<file path="src/rtl/tt_slot_scheduler.sv">
// Time-triggered slot scheduler: cyclic time base, offset table, pending/overrun tracking, one-grant-at-a-time handshake.
// Optional macro SCHED_RR_EN selects round-robin arbitration instead of fixed lowest-index priority.
module tt_slot_scheduler #(
    parameter int NUM_SLOTS = 4,
    parameter int IDX_W     = 2,
    parameter int GTB_W     = 32,
    parameter int CYCLE_LEN = 500
) (
    input  logic                 clk,
    input  logic                 rst,
    input  logic                 run,
    input  logic                 cfg_we,
    input  logic [IDX_W-1:0]     cfg_idx,
    input  logic [GTB_W-1:0]     cfg_offset,
    input  logic                 cfg_en,
    input  logic                 ovr_clr,
    output logic                 tx_valid,
    output logic [IDX_W-1:0]     tx_slot,
    input  logic                 tx_ready,
    output logic [GTB_W-1:0]     gtb,
    output logic                 cycle_start,
    output logic [NUM_SLOTS-1:0] overrun
);

    typedef enum logic {IDLE, GRANT} state_t;

    localparam logic [GTB_W-1:0] GTB_LAST = GTB_W'(CYCLE_LEN - 1);

    state_t               state;
    logic [GTB_W-1:0]     offset_q [NUM_SLOTS];
    logic [NUM_SLOTS-1:0] en_q;
    logic [NUM_SLOTS-1:0] pending_q;
    logic [NUM_SLOTS-1:0] due;
    logic [NUM_SLOTS-1:0] acc;
    logic                 accept;
    logic [IDX_W-1:0]     win;
    logic                 win_found;
`ifdef SCHED_RR_EN
    logic [IDX_W-1:0]     rr_ptr;
`endif

    // gtb never exceeds CYCLE_LEN-1, so offsets at or beyond CYCLE_LEN cannot match.
    always_comb begin
        due = '0;
        for (int i = 0; i < NUM_SLOTS; i++) begin
            due[i] = run && en_q[i] && (gtb == offset_q[i]);
        end
    end

    assign accept = (state == GRANT) && tx_valid && tx_ready;

    always_comb begin
        acc = '0;
        for (int i = 0; i < NUM_SLOTS; i++) begin
            acc[i] = accept && (tx_slot == IDX_W'(i));
        end
    end

`ifdef SCHED_RR_EN
    // Search begins one past the last accepted slot, wrapping around the table.
    always_comb begin
        int cand;
        win       = '0;
        win_found = 1'b0;
        cand      = 0;
        for (int k = 0; k < NUM_SLOTS; k++) begin
            cand = (int'(rr_ptr) + 1 + k) % NUM_SLOTS;
            if (!win_found && pending_q[cand]) begin
                win       = IDX_W'(cand);
                win_found = 1'b1;
            end
        end
    end
`else
    always_comb begin
        win       = '0;
        win_found = |pending_q;
        for (int i = NUM_SLOTS - 1; i >= 0; i--) begin
            if (pending_q[i]) begin
                win = IDX_W'(i);
            end
        end
    end
`endif

    always_ff @(posedge clk) begin
        if (rst) begin
            gtb         <= '0;
            cycle_start <= 1'b0;
            tx_valid    <= 1'b0;
            tx_slot     <= '0;
            overrun     <= '0;
            pending_q   <= '0;
            en_q        <= '0;
            state       <= IDLE;
            for (int i = 0; i < NUM_SLOTS; i++) begin
                offset_q[i] <= '0;
            end
`ifdef SCHED_RR_EN
            rr_ptr      <= IDX_W'(NUM_SLOTS - 1);
`endif
        end else begin
            if (run && (gtb == GTB_LAST)) begin
                gtb         <= '0;
                cycle_start <= 1'b1;
            end else begin
                if (run) begin
                    gtb <= gtb + GTB_W'(1);
                end
                cycle_start <= 1'b0;
            end

            // Out-of-range indices match no entry and are dropped.
            for (int i = 0; i < NUM_SLOTS; i++) begin
                if (cfg_we && (cfg_idx == IDX_W'(i))) begin
                    offset_q[i] <= cfg_offset;
                    en_q[i]     <= cfg_en;
                end
            end

            // A new event on a slot being accepted re-arms it instead of counting as overrun.
            pending_q <= due | (pending_q & ~acc);
            overrun   <= (overrun & ~{NUM_SLOTS{ovr_clr}}) | (due & pending_q & ~acc);

            case (state)
                IDLE: begin
                    if (win_found) begin
                        tx_valid <= 1'b1;
                        tx_slot  <= win;
                        state    <= GRANT;
                    end
                end
                GRANT: begin
                    if (tx_ready) begin
                        tx_valid <= 1'b0;
                        state    <= IDLE;
`ifdef SCHED_RR_EN
                        rr_ptr   <= tx_slot;
`endif
                    end
                end
                default: begin
                    tx_valid <= 1'b0;
                    state    <= IDLE;
                end
            endcase
        end
    end

endmodule
</file>
<file path="config.mk">
export PLATFORM = sky130hd
export DESIGN_NAME = tt_slot_scheduler
export DESIGN_NICKNAME = d
export VERILOG_FILES = /design/src/rtl/tt_slot_scheduler.sv
export SDC_FILE = /design/constraint.sdc
export NUM_CORES = 1
export LEC_CHECK = 0
export CORE_MARGIN = 2
export CORE_UTILIZATION = 37
export DETAILED_ROUTE_END_ITERATION = 7
export PLACE_DENSITY = 0.59
export SKIP_LAST_GASP = 1
export SYNTH_ARGS = -nofsm -noshare
export SYNTH_HDL_FRONTEND = slang
export SYNTH_SLANG_ARGS = --single-unit
</file>
<file path="constraint.sdc">
create_clock -name clk -period 4 [get_ports clk]
set_input_delay 0.8 -clock clk [delete_from_list [all_inputs] [get_ports clk]]
set_output_delay 0.8 -clock clk [all_outputs]
set_load 0.05 [all_outputs]
</file>
Yosys cells after proc, flatten, opt, wreduce, memory -nomap -nowiden
Memory sizes are Yosys's and may differ from the RTL's.
Cells that the tools add are included.

word-level totals
  register bits = 49
  bits in writable memories = 128
  output and inout bits = 40
  memories kept = 1

cells by class
  add/sub/neg operators = 1
  eq/ne operators = 13
  mux-type cells = 29
  bitwise logic cells = 13
  reductions and logical operators = 25

memory list
  name      depth  width  rd ports  clocked after Yosys merged registers in  write ports  line  source
  offset_q  4      32     4         0                                        4            30    logic [GTB_W-1:0] offset_q [NUM_SLOTS];

operator list
  operator               number
  $eq 32x32->1           4
  $mux 32                4
  $add 32x1->32 const B  1
  $eq 32x9->1 const B    1
  $logic_and 1x1->1      19
  $mux 1                 19
  $and 4x4->4            4
  $eq 2x2->1 const B     4
  $mux 2                 4
  $not 4->4              2
  $or 4x4->4             2
  $eq 2x1->1 const B     2
  $logic_not 2->1        2
  $ne 2x2->1 const B     2
  $or 1x1->1             4
  $pmux 1 s2             2
  $reduce_and 2->1       2
  $reduce_or 4->1        1
  $reduce_or 2->1        1
  $not 1->1              1

Logic depth before layout (Yosys ltp)
Gate-level depths: netlist (run 1).

  depth after elaboration = 6
  depth in mapped cells = 8
  gate-level depth less buffers = 6

Worst setup path before layout (run 1)
No wires, ideal clock.

  path type = in2reg
  from = input cfg_idx[0]
  to = memory offset_q[2][0] (enable)
  data arrival time = 3.262 ns
  required time = 3.533 ns
  setup slack = 0.270 ns
  stages = 2
  buffers on the path = 0
  path through = nand2b_1 > o21ai_0

RTL lines
  what         line  source
  from (decl)  13    input logic [IDX_W-1:0] cfg_idx,
  to (decl)    30

Worst setup path after layout (run 1)
  from = register gtb[5]
  to = output gtb[5]

RTL lines
  what                    line  source
  from (decl)             20    output logic [GTB_W-1:0] gtb,
  from (signal assigned)  108   gtb <= gtb + GTB_W'(1);

No word-level cell between the ends.

==> flow_summary_export.csv, run 1 <==
group,metric,value,unit
clock_network,clkLatencyLatePin,0.43,ns
clock_network,cts_buffers,17,
synthesis,syn_area_per_cell,11.4,sq um
grt,grt_max_degree,34,
critical_path,path_delay_family,"buffers and inverters",
place,place.gp.congestion,0.886,
sta,max_freq,0.342,GHz
synthesis,synth_seq_area_share,56.7,%
floorplan,die_w,156,microns
clock_network,ctsHoldBuffers,0,
critical_path,start_kind,"flop",
sta,fin_crit_sh,73.1,%
sta,setup_tns,0,ns
detailed_routing,vias_per_cell,5.03,
detailed_routing,wl_per_cell,20.6,microns
job,drv_cap,0,
critical_path,required,3.20,ns
critical_path,cp_max_fo,10,
finish,multi_input_area,3440,sq um
floorplan,io_pins,81,
grt,grt_pass1_wl,34400,microns
hold_path,hold_path_class,"reg -> reg",
sta,setup_viol,0,
finish,areaGrowthSynthToFinish,19.2,%
floorplan,die_area,24200,sq um
synthesis,yosys_warnings,0,
power,p_leak,3.37,nW
critical_path,cp_data_arrival_time,2.12,ns
synthesis,postSynthCellCount,744,
sta,tightest_slew,1.17,ns
detailed_routing,initialDrtViolationCount,549,
finish,antenna_cells,0,
critical_path,worstPathCellList,"clkdlybuf4s50_1",
synthesis,syn-cell-area,8520,sq um
critical_path,r2r_setup_slack,1.57,ns
critical_path,setup.worst_path.class,"reg -> out",
floorplan,start_util,37.6,%
detailed_routing,drc,0,
critical_path,worst-path-buf-inv,1,
clock_network,clk_pin_slew,0.07,ns
clock_network,tritoncts,"done",
synthesis,ys.flop_type,"edfxtp_1",
place,dp_hpwl,16300,microns
sta,hold_violations,0,
clock_network,cts_resized,0,
synthesis,ys_ff_latch,177,
synthesis,synth-async-reset-ratio,0,%
critical_path,r2r_start,"gtb[11]$_SDFFE_PP0P_",
floorplan,die_y,156,microns
critical_path,end_kind,"primary output",
clock_network,cts_max_path_buffers,2,
critical_path,crit_start,"gtb[5]$_SDFFE_PP0P_",
sta,timing.hold.ws,0.467,ns
detailed_routing,num_vias,5528,
sta,grt_setup_unrepaired,"false",
clock_network,cts_sinks,177,
power,power.total,4.09,mW
power,power_density,403,nW/um^2
grt,antenna_found_initial,0,
detailed_routing,firstDrtPassIters,5,
synthesis,synthDistinctLibCells,38,
detailed_routing,drtAntennaViolNets,0,
sta,final_max_slew_viol_count,0,
synthesis,syn_nets,786,
finish,layout_commonest_cell,"and2_1",
sta,fin_worst_skew,0.00561,ns
grt,grt-ovfl-total,0,
detailed_routing,routed_wirelength,22600,microns
hold_path,hold_path_startpoint,"overrun[0]$_SDFF_PP0_",
finish,final-seq-area,4820,sq um
critical_path,critPathSlowestCell,"clkdlybuf4s50_1",
finish,final_cell_mix,"and2_1, edfxtp_1, xnor2_1, clkdlybuf4s50_1, nand4_1",
sta,period_needed,2.92,ns
grt,grt_use_total,19.4,%
finish,nFillCells,2039,
clock_network,cts_htree_levels,4,
finish,nets,843,
floorplan,core-area,22600,sq um
sta,max-slew-margin-rel,22.1,%
power,irDropWorstVdd,0.253,mV
floorplan,std_cell_rows,55,
synthesis,synth_edf_count,128,
place,port-buffer-count,80,
critical_path,max_stage_delay,0.93,ns
grt,grt_pass1_vias,5327,
clock_network,cts_setup_buffers,0,
status,status,"finished, final reports clean",
finish,drive_gt1_share,6.76,%
clock_network,cts_root_buf,"clkbuf_16",
per-layer routing:
layer / global-route usage [%] / vias up / wire, microns
li1: - / 2660 / -
met2: 30.4 / 154 / 10500
met5: 0 / - / 0
met4: 6.12 / 0 / 501
met3: 2.86 / 26 / 1010
met1: 27.9 / 2688 / 10600
cells in the mapped netlist (all sizes together), types with 3 or more instances:
| master | instances | area, sq um |
|---|---|---|
| buf | 21 | 138 |
| nand2b | 5 | 31.3 |
| xnor2 | 119 | 1040 |
| and2 | 130 | 813 |
| and4 | 3 | 26.3 |
| a21oi | 13 | 65.1 |
| o31ai | 4 | 30.0 |
| o21ai | 8 | 40.0 |
| edfxtp | 128 | 3840 |
| nand3 | 9 | 50.1 |
| inv | 9 | 33.8 |
| xor2 | 38 | 333 |
| and3 | 6 | 37.5 |
| nor2 | 46 | 173 |
| nor3 | 18 | 90.1 |
| dfxtp | 49 | 981 |
| nand2 | 25 | 93.8 |
| clkbuf | 33 | 124 |
| nand4 | 53 | 362 |
| nor4 | 15 | 109 |
flip-flops by register name (all words and copies together), names as in the netlist:
| name | count |
|---|---|
| overrun | 4 |
| gtb | 32 |
| tx_valid | 1 |
| pending_q | 4 |
| en_q | 4 |
| state | 1 |
| cycle_start | 1 |
| tx_slot | 2 |
| offset_q | 128 |
report_power, final:
group / leakage (nW) / switching (mW) / total, mW / internal [mW]
clock network: 0.278 / 0.735 / 1.66 / 0.926
registers: 1.65 / 0.0502 / 2.12 / 2.07
logic: 1.44 / 0.171 / 0.303 / 0.132
total: 3.37 / 0.956 / 4.09 / 3.13
cell type report:
cell class / count / share of cell area, %
Sequential cell: 177 / 47.5
Timing Repair Buffer: 92 / 8.90
Clock buffer: 17 / 4.19
Inverter: 10 / 0.370
Clock inverter: 15 / 1.60
Multi-Input combinational cell: 503 / 33.9
Tap cell: 285 / 3.51
per-stage QoR:
stage	setup WS, ns	utilization [%]	instances	instance area, sq um
final	1.08	44.8	1099	10200
after global routing	1.04	44.8	1099	10200
after CTS	1.07	44.8	1099	10200
after detailed placement	0.923	42.2	1067	9560
after global placement	0.933	42.2	1067	9560
after floorplan	0.270	-	744	8520
cells by family after synthesis:
group                    after synthesis  share of synthesized area (%)
AO/OA/AOI/OAI                         29                           2.03
XOR/XNOR                             157                           16.1
adder cells (fa/ha/maj)                1                          0.147
buffers and inverters                 64                           3.51
flip-flops                           177                           56.7
multiplexers                           1                          0.118
AND/OR/NAND/NOR                      315                           21.4
worst paths after layout:
path / endpoint / cells after the start
max: gtb[5] / 1
min: overrun[0]$_SDFF_PP0_ / 2
max reg2reg: gtb[31]$_SDFFE_PP0P_ / 5
min reg2reg: overrun[0]$_SDFF_PP0_ / 2
Power figures use the tool's default switching activity.
==> run 2: changes to the inputs <==
Clock period 4 ns to 2.71 ns, I/O delays scaled along.
==> flow_summary_export.csv, run 2 (synthesized netlist as in run 1, its figures left out) <==
group,metric,value,unit
detailed_routing,met2WireLength,10800,microns
power,p_leak,3.51,nW
place,port-buffer-count,80,
power,irDropWorstVdd,0.286,mV
critical_path,reg2reg_depth,5,
critical_path,worstPathCellList,"clkdlybuf4s50_1",
detailed_routing,firstDrtPassIters,4,
clock_network,tritoncts,"done",
clock_network,ctsHoldBuffers,0,
hold_path,hold_path_class,"reg -> reg",
critical_path,cp_num_cells,1,
critical_path,critPathSlowestCell,"clkdlybuf4s50_1",
grt,grt_use_total,19.5,%
grt,antenna_found_initial,0,
floorplan,io_pins,81,
finish,layout_commonest_cell,"and2_1",
detailed_routing,wl_per_cell,20.5,microns
finish,nFillCells,2052,
clock_network,cts_setup_buffers,0,
detailed_routing,vias_per_cell,5.06,
finish,top_regs,"offset_q (128), gtb (32)",
job,drv_cap,0,
sta,tightest_slew,1.11,ns
sta,fin_worst_skew,0.0106,ns
sta,final_max_slew_viol_count,0,
detailed_routing,initialDrtViolationCount,401,
floorplan,core-area,22600,sq um
clock_network,cts_root_buf,"clkbuf_16",
place,dp.cells,1087,
critical_path,required,2.17,ns
clock_network,clkLatencyLatePin,0.44,ns
floorplan,die_area,24200,sq um
hold_path,hold_depth,2,
detailed_routing,routed.top_layer,"met4",
finish,design_area,10400,sq um
power,power_density,610,nW/um^2
critical_path,worst-path-buf-inv,1,
critical_path,setup.worst_path.class,"reg -> out",
floorplan,die_w,156,microns
grt,grt_max_degree,34,
detailed_routing,m1WireLength,10500,microns
floorplan,start_util,37.6,%
sta,max-slew-margin-rel,25.8,%
clock_network,clk_pin_slew,0.06,ns
finish,fin_cells,1118,
finish,drive_gt1_share,8.88,%
detailed_routing,drtAntennaViolNets,0,
clock_network,cts_max_path_buffers,2,
sta,setup_tns,0,ns
place,dp_hpwl,16700,microns
clock_network,cts_buffers,17,
status,status,"finished, final reports clean",
finish,final_cell_mix,"and2_1, edfxtp_1, xnor2_1, clkdlybuf4s50_1, nand4_1",
grt,grt_pass1_wl,34000,microns
sta,fin_crit_sh,96.1,%
sta,hold_violations,0,
clock_network,cts_htree_levels,4,
detailed_routing,drc,0,
critical_path,end_kind,"primary output",
finish,antenna_cells,0,
floorplan,std_cell_rows,55,
sta,period_needed,2.61,ns
clock_network,cts_resized,0,
critical_path,start_kind,"flop",
grt,grt-ovfl-total,0,
sta,grt_setup_unrepaired,"false",
finish,final-seq-area,4820,sq um
sta,setup_viol,0,
detailed_routing,met3_length,995,microns
detailed_routing,num_vias,5659,
critical_path,max_stage_delay,0.93,ns
finish,areaGrowthSynthToFinish,22.3,%
critical_path,cp_max_fo,9,
place,place.gp.congestion,0.864,
detailed_routing,routed_wirelength,22900,microns
critical_path,cp_data_arrival_time,2.06,ns
place,placed_area,9750,sq um
grt,grt_pass1_vias,5528,
finish,top_register,"offset_q",
critical_path,path_delay_family,"buffers and inverters",
finish,nets,863,
finish,multi_input_area,3440,sq um
floorplan,die_y,156,microns
clock_network,cts_sinks,177,
finish,largest_reg_flops,128,
sta,max_freq,0.384,GHz
==> run 2: per-stage QoR <==
stage | hold slack [ns] | setup WS [ns] | power (mW) | utilization (%)
floorplan | 0.445 | -0.762 | 3.42 | -
CTS | 0.469 | 0.102 | 6.39 | 46.0
detailed placement | 0.460 | 0.190 | 3.66 | 43.1
finish | 0.466 | 0.105 | 6.35 | 46.0
global route | 0.494 | 0.0461 | 6.54 | 46.0
global placement | 0.454 | 0.165 | 3.65 | 43.1
==> run 2: final timing paths <==
path,end,slack (ns),startpoint
max reg2reg,gtb[31]$_SDFFE_PP0P_,0.54,gtb[23]$_SDFFE_PP0P_
min,overrun[2]$_SDFF_PP0_,0.47,overrun[2]$_SDFF_PP0_
min reg2reg,overrun[2]$_SDFF_PP0_,0.47,overrun[2]$_SDFF_PP0_
max,gtb[23],0.10,gtb[23]$_SDFFE_PP0P_
==> run 2: layout make-up <==
type,instances,share of cell area (%)
inverters,10,0.360
clock inverters,14,2.28
multi-input cells,503,33.0
clock buffers,17,4.09
flip-flops and latches,177,46.3
well taps,285,3.42
repair buffers,112,10.5
==> run 2: layer usage <==
layer,vias up,track usage [%]
met5,-,0
met4,0,7.34
met3,32,3.94
met2,158,31.9
met1,2762,25.7
li1,2707,-
==> run 2: where the power goes <==
part	switching, mW	internal [mW]	leakage [nW]
registers	0.0736	3.06	1.65
clock network	1.04	1.72	0.301
logic	0.252	0.207	1.56
==> run 3: changes to the inputs <==
Settings changed: PLACE_DENSITY 0.59 to 0.61.
Clock period 2.71 ns to 2.3 ns, I/O delays scaled along.
==> flow_summary_export.csv, run 3 (synthesized netlist as in run 1, its figures left out) <==
group,metric,value,unit
detailed_routing,vias_per_cell,5.04,
critical_path,r2r_setup_slack,0.29,ns
power,clkPwrFrac,40.2,%
finish,areaGrowthSynthToFinish,22.8,%
critical_path,required,1.84,ns
finish,nets,882,
critical_path,r2r_start,"gtb[16]$_SDFFE_PP0P_",
critical_path,crit_start,"gtb[20]$_SDFFE_PP0P_",
floorplan,start_util,37.6,%
finish,largest_reg_flops,128,
power,power_density,679,nW/um^2
critical_path,start_kind,"flop",
critical_path,end_kind,"primary output",
finish,fin_cells,1138,
status,status,"finished, final reports clean",
place,place.gp.congestion,0.886,
critical_path,critPathSlowestCell,"clkdlybuf4s50_1",
critical_path,worstPathCellList,"clkdlybuf4s50_1",
sta,max_freq,0.450,GHz
clock_network,clkLatencyLatePin,0.44,ns
floorplan,core-area,22600,sq um
clock_network,cts_root_buf,"clkbuf_16",
finish,design_area,10500,sq um
power,combPwrFrac,8.0,%
detailed_routing,num_vias,5740,
critical_path,worst-path-buf-inv,1,
finish,final_cell_mix,"and2_1, edfxtp_1, xnor2_1, buf_4, clkdlybuf4s50_1",
place,dp.cells,1106,
clock_network,cts_htree_levels,4,
critical_path,max_stage_delay,0.86,ns
power,irDropWorstVdd,0.392,mV
clock_network,clk_pin_slew,0.07,ns
finish,top_register,"offset_q",
power,p_int,5.38,mW
detailed_routing,wl_per_cell,20.3,microns
power,p_leak,3.68,nW
detailed_routing,drtAntennaViolNets,0,
finish,top_regs,"offset_q (128), gtb (32)",
job,drv_cap,0,
detailed_routing,drc,0,
power,pwr-share-seq,51.8,%
sta,final_max_slew_viol_count,0,
sta,layout_setup_ws,0.0792,ns
place,pre_cts_slack,-0.0225,ns
finish,drive_gt1_share,14.1,%
detailed_routing,initialDrtViolationCount,471,
grt,grt_use_total,19.5,%
clock_network,cts_max_path_buffers,2,
sta,grt_setup_unrepaired,"false",
hold_path,hold_path_startpoint,"overrun[3]$_SDFF_PP0_",
floorplan,std_cell_rows,55,
place,placed_area,9890,sq um
grt,grt_pass1_vias,5480,
grt,antenna_found_initial,0,
floorplan,die_w,156,microns
sta,fin_worst_skew,0.00926,ns
clock_network,tritoncts,"done",
detailed_routing,routed_wirelength,23000,microns
clock_network,cts_buffers,17,
sta,max-slew-margin-rel,61.1,%
sta,fin_crit_sh,96.6,%
power,switching_power,1.73,mW
finish,layout_commonest_cell,"and2_1",
grt,grt_pass1_wl,34000,microns
clock_network,cts_sinks,177,
finish,antenna_cells,0,
place,dp_hpwl,16700,microns
grt,grt-ovfl-total,0,
critical_path,setup.worst_path.class,"reg -> out",
sta,setup_tns,0,ns
floorplan,io_pins,81,
sta,setup_viol,0,
floorplan,die_area,24200,sq um
sta,hold_violations,0,
grt,grt_max_degree,34,
detailed_routing,firstDrtPassIters,5,
hold_path,hold_path_class,"reg -> reg",
power,swShare,24.3,%
critical_path,cp_max_fo,5,
critical_path,path_delay_family,"buffers and inverters",
sta,tightest_slew,0.583,ns
place,port-buffer-count,80,
sta,period_needed,2.22,ns
critical_path,cp_data_arrival_time,1.76,ns
clock_network,ctsHoldBuffers,0,
floorplan,die_y,156,microns
-- run 3: power groups by stage --
stage / Sequential, mW / Combinational, mW / Clock [mW]
floorplan: 3.75 / 0.282 / 0
global placement: 3.75 / 0.575 / 0
detailed placement: 3.75 / 0.576 / 0
CTS: 3.68 / 0.579 / 2.88
global route: 3.70 / 0.609 / 3.00
finish: 3.68 / 0.569 / 2.86
-- run 3: through the flow --
step           total power [mW]  hold slack, ns  utilization [%]
5_1_grt                    7.31           0.490             46.2
3_3_place_gp               4.32           0.456             43.7
4_1_cts                    7.14           0.474             46.2
2_1_floorplan              4.03           0.445                -
6_report                   7.11           0.469             46.2
3_5_place_dp               4.33           0.463             43.7
-- run 3: routing by layer --
layer	up-vias	track usage, %	part of all wire, %
li1	2750	-	-
met1	2758	26.6	46
met2	198	31.2	46
met3	34	3.64	5.6
met4	0	6.90	2.4
met5	-	0	0
-- run 3: worst paths after layout --
kind	depth (start not counted)	endpoint
max	1	gtb[20]
min	2	overrun[3]$_SDFF_PP0_
max reg2reg	5	gtb[31]$_SDFFE_PP0P_
min reg2reg	2	overrun[3]$_SDFF_PP0_
-- run 3: final cells by class --
class	instances	area, sq um
flip-flops and latches	177	4820
inverters	10	37.5
fillers	2109	12200
multi-input cells	503	3440
well taps	285	357
clock inverters	15	146
repair buffers	131	1230
clock buffers	17	425
-- run 3: timing repair --
action / CTS / global route
setup buffers: 0 / 0
resized for setup: 3 / 0
endpoints found under the setup margin: 3 / 0
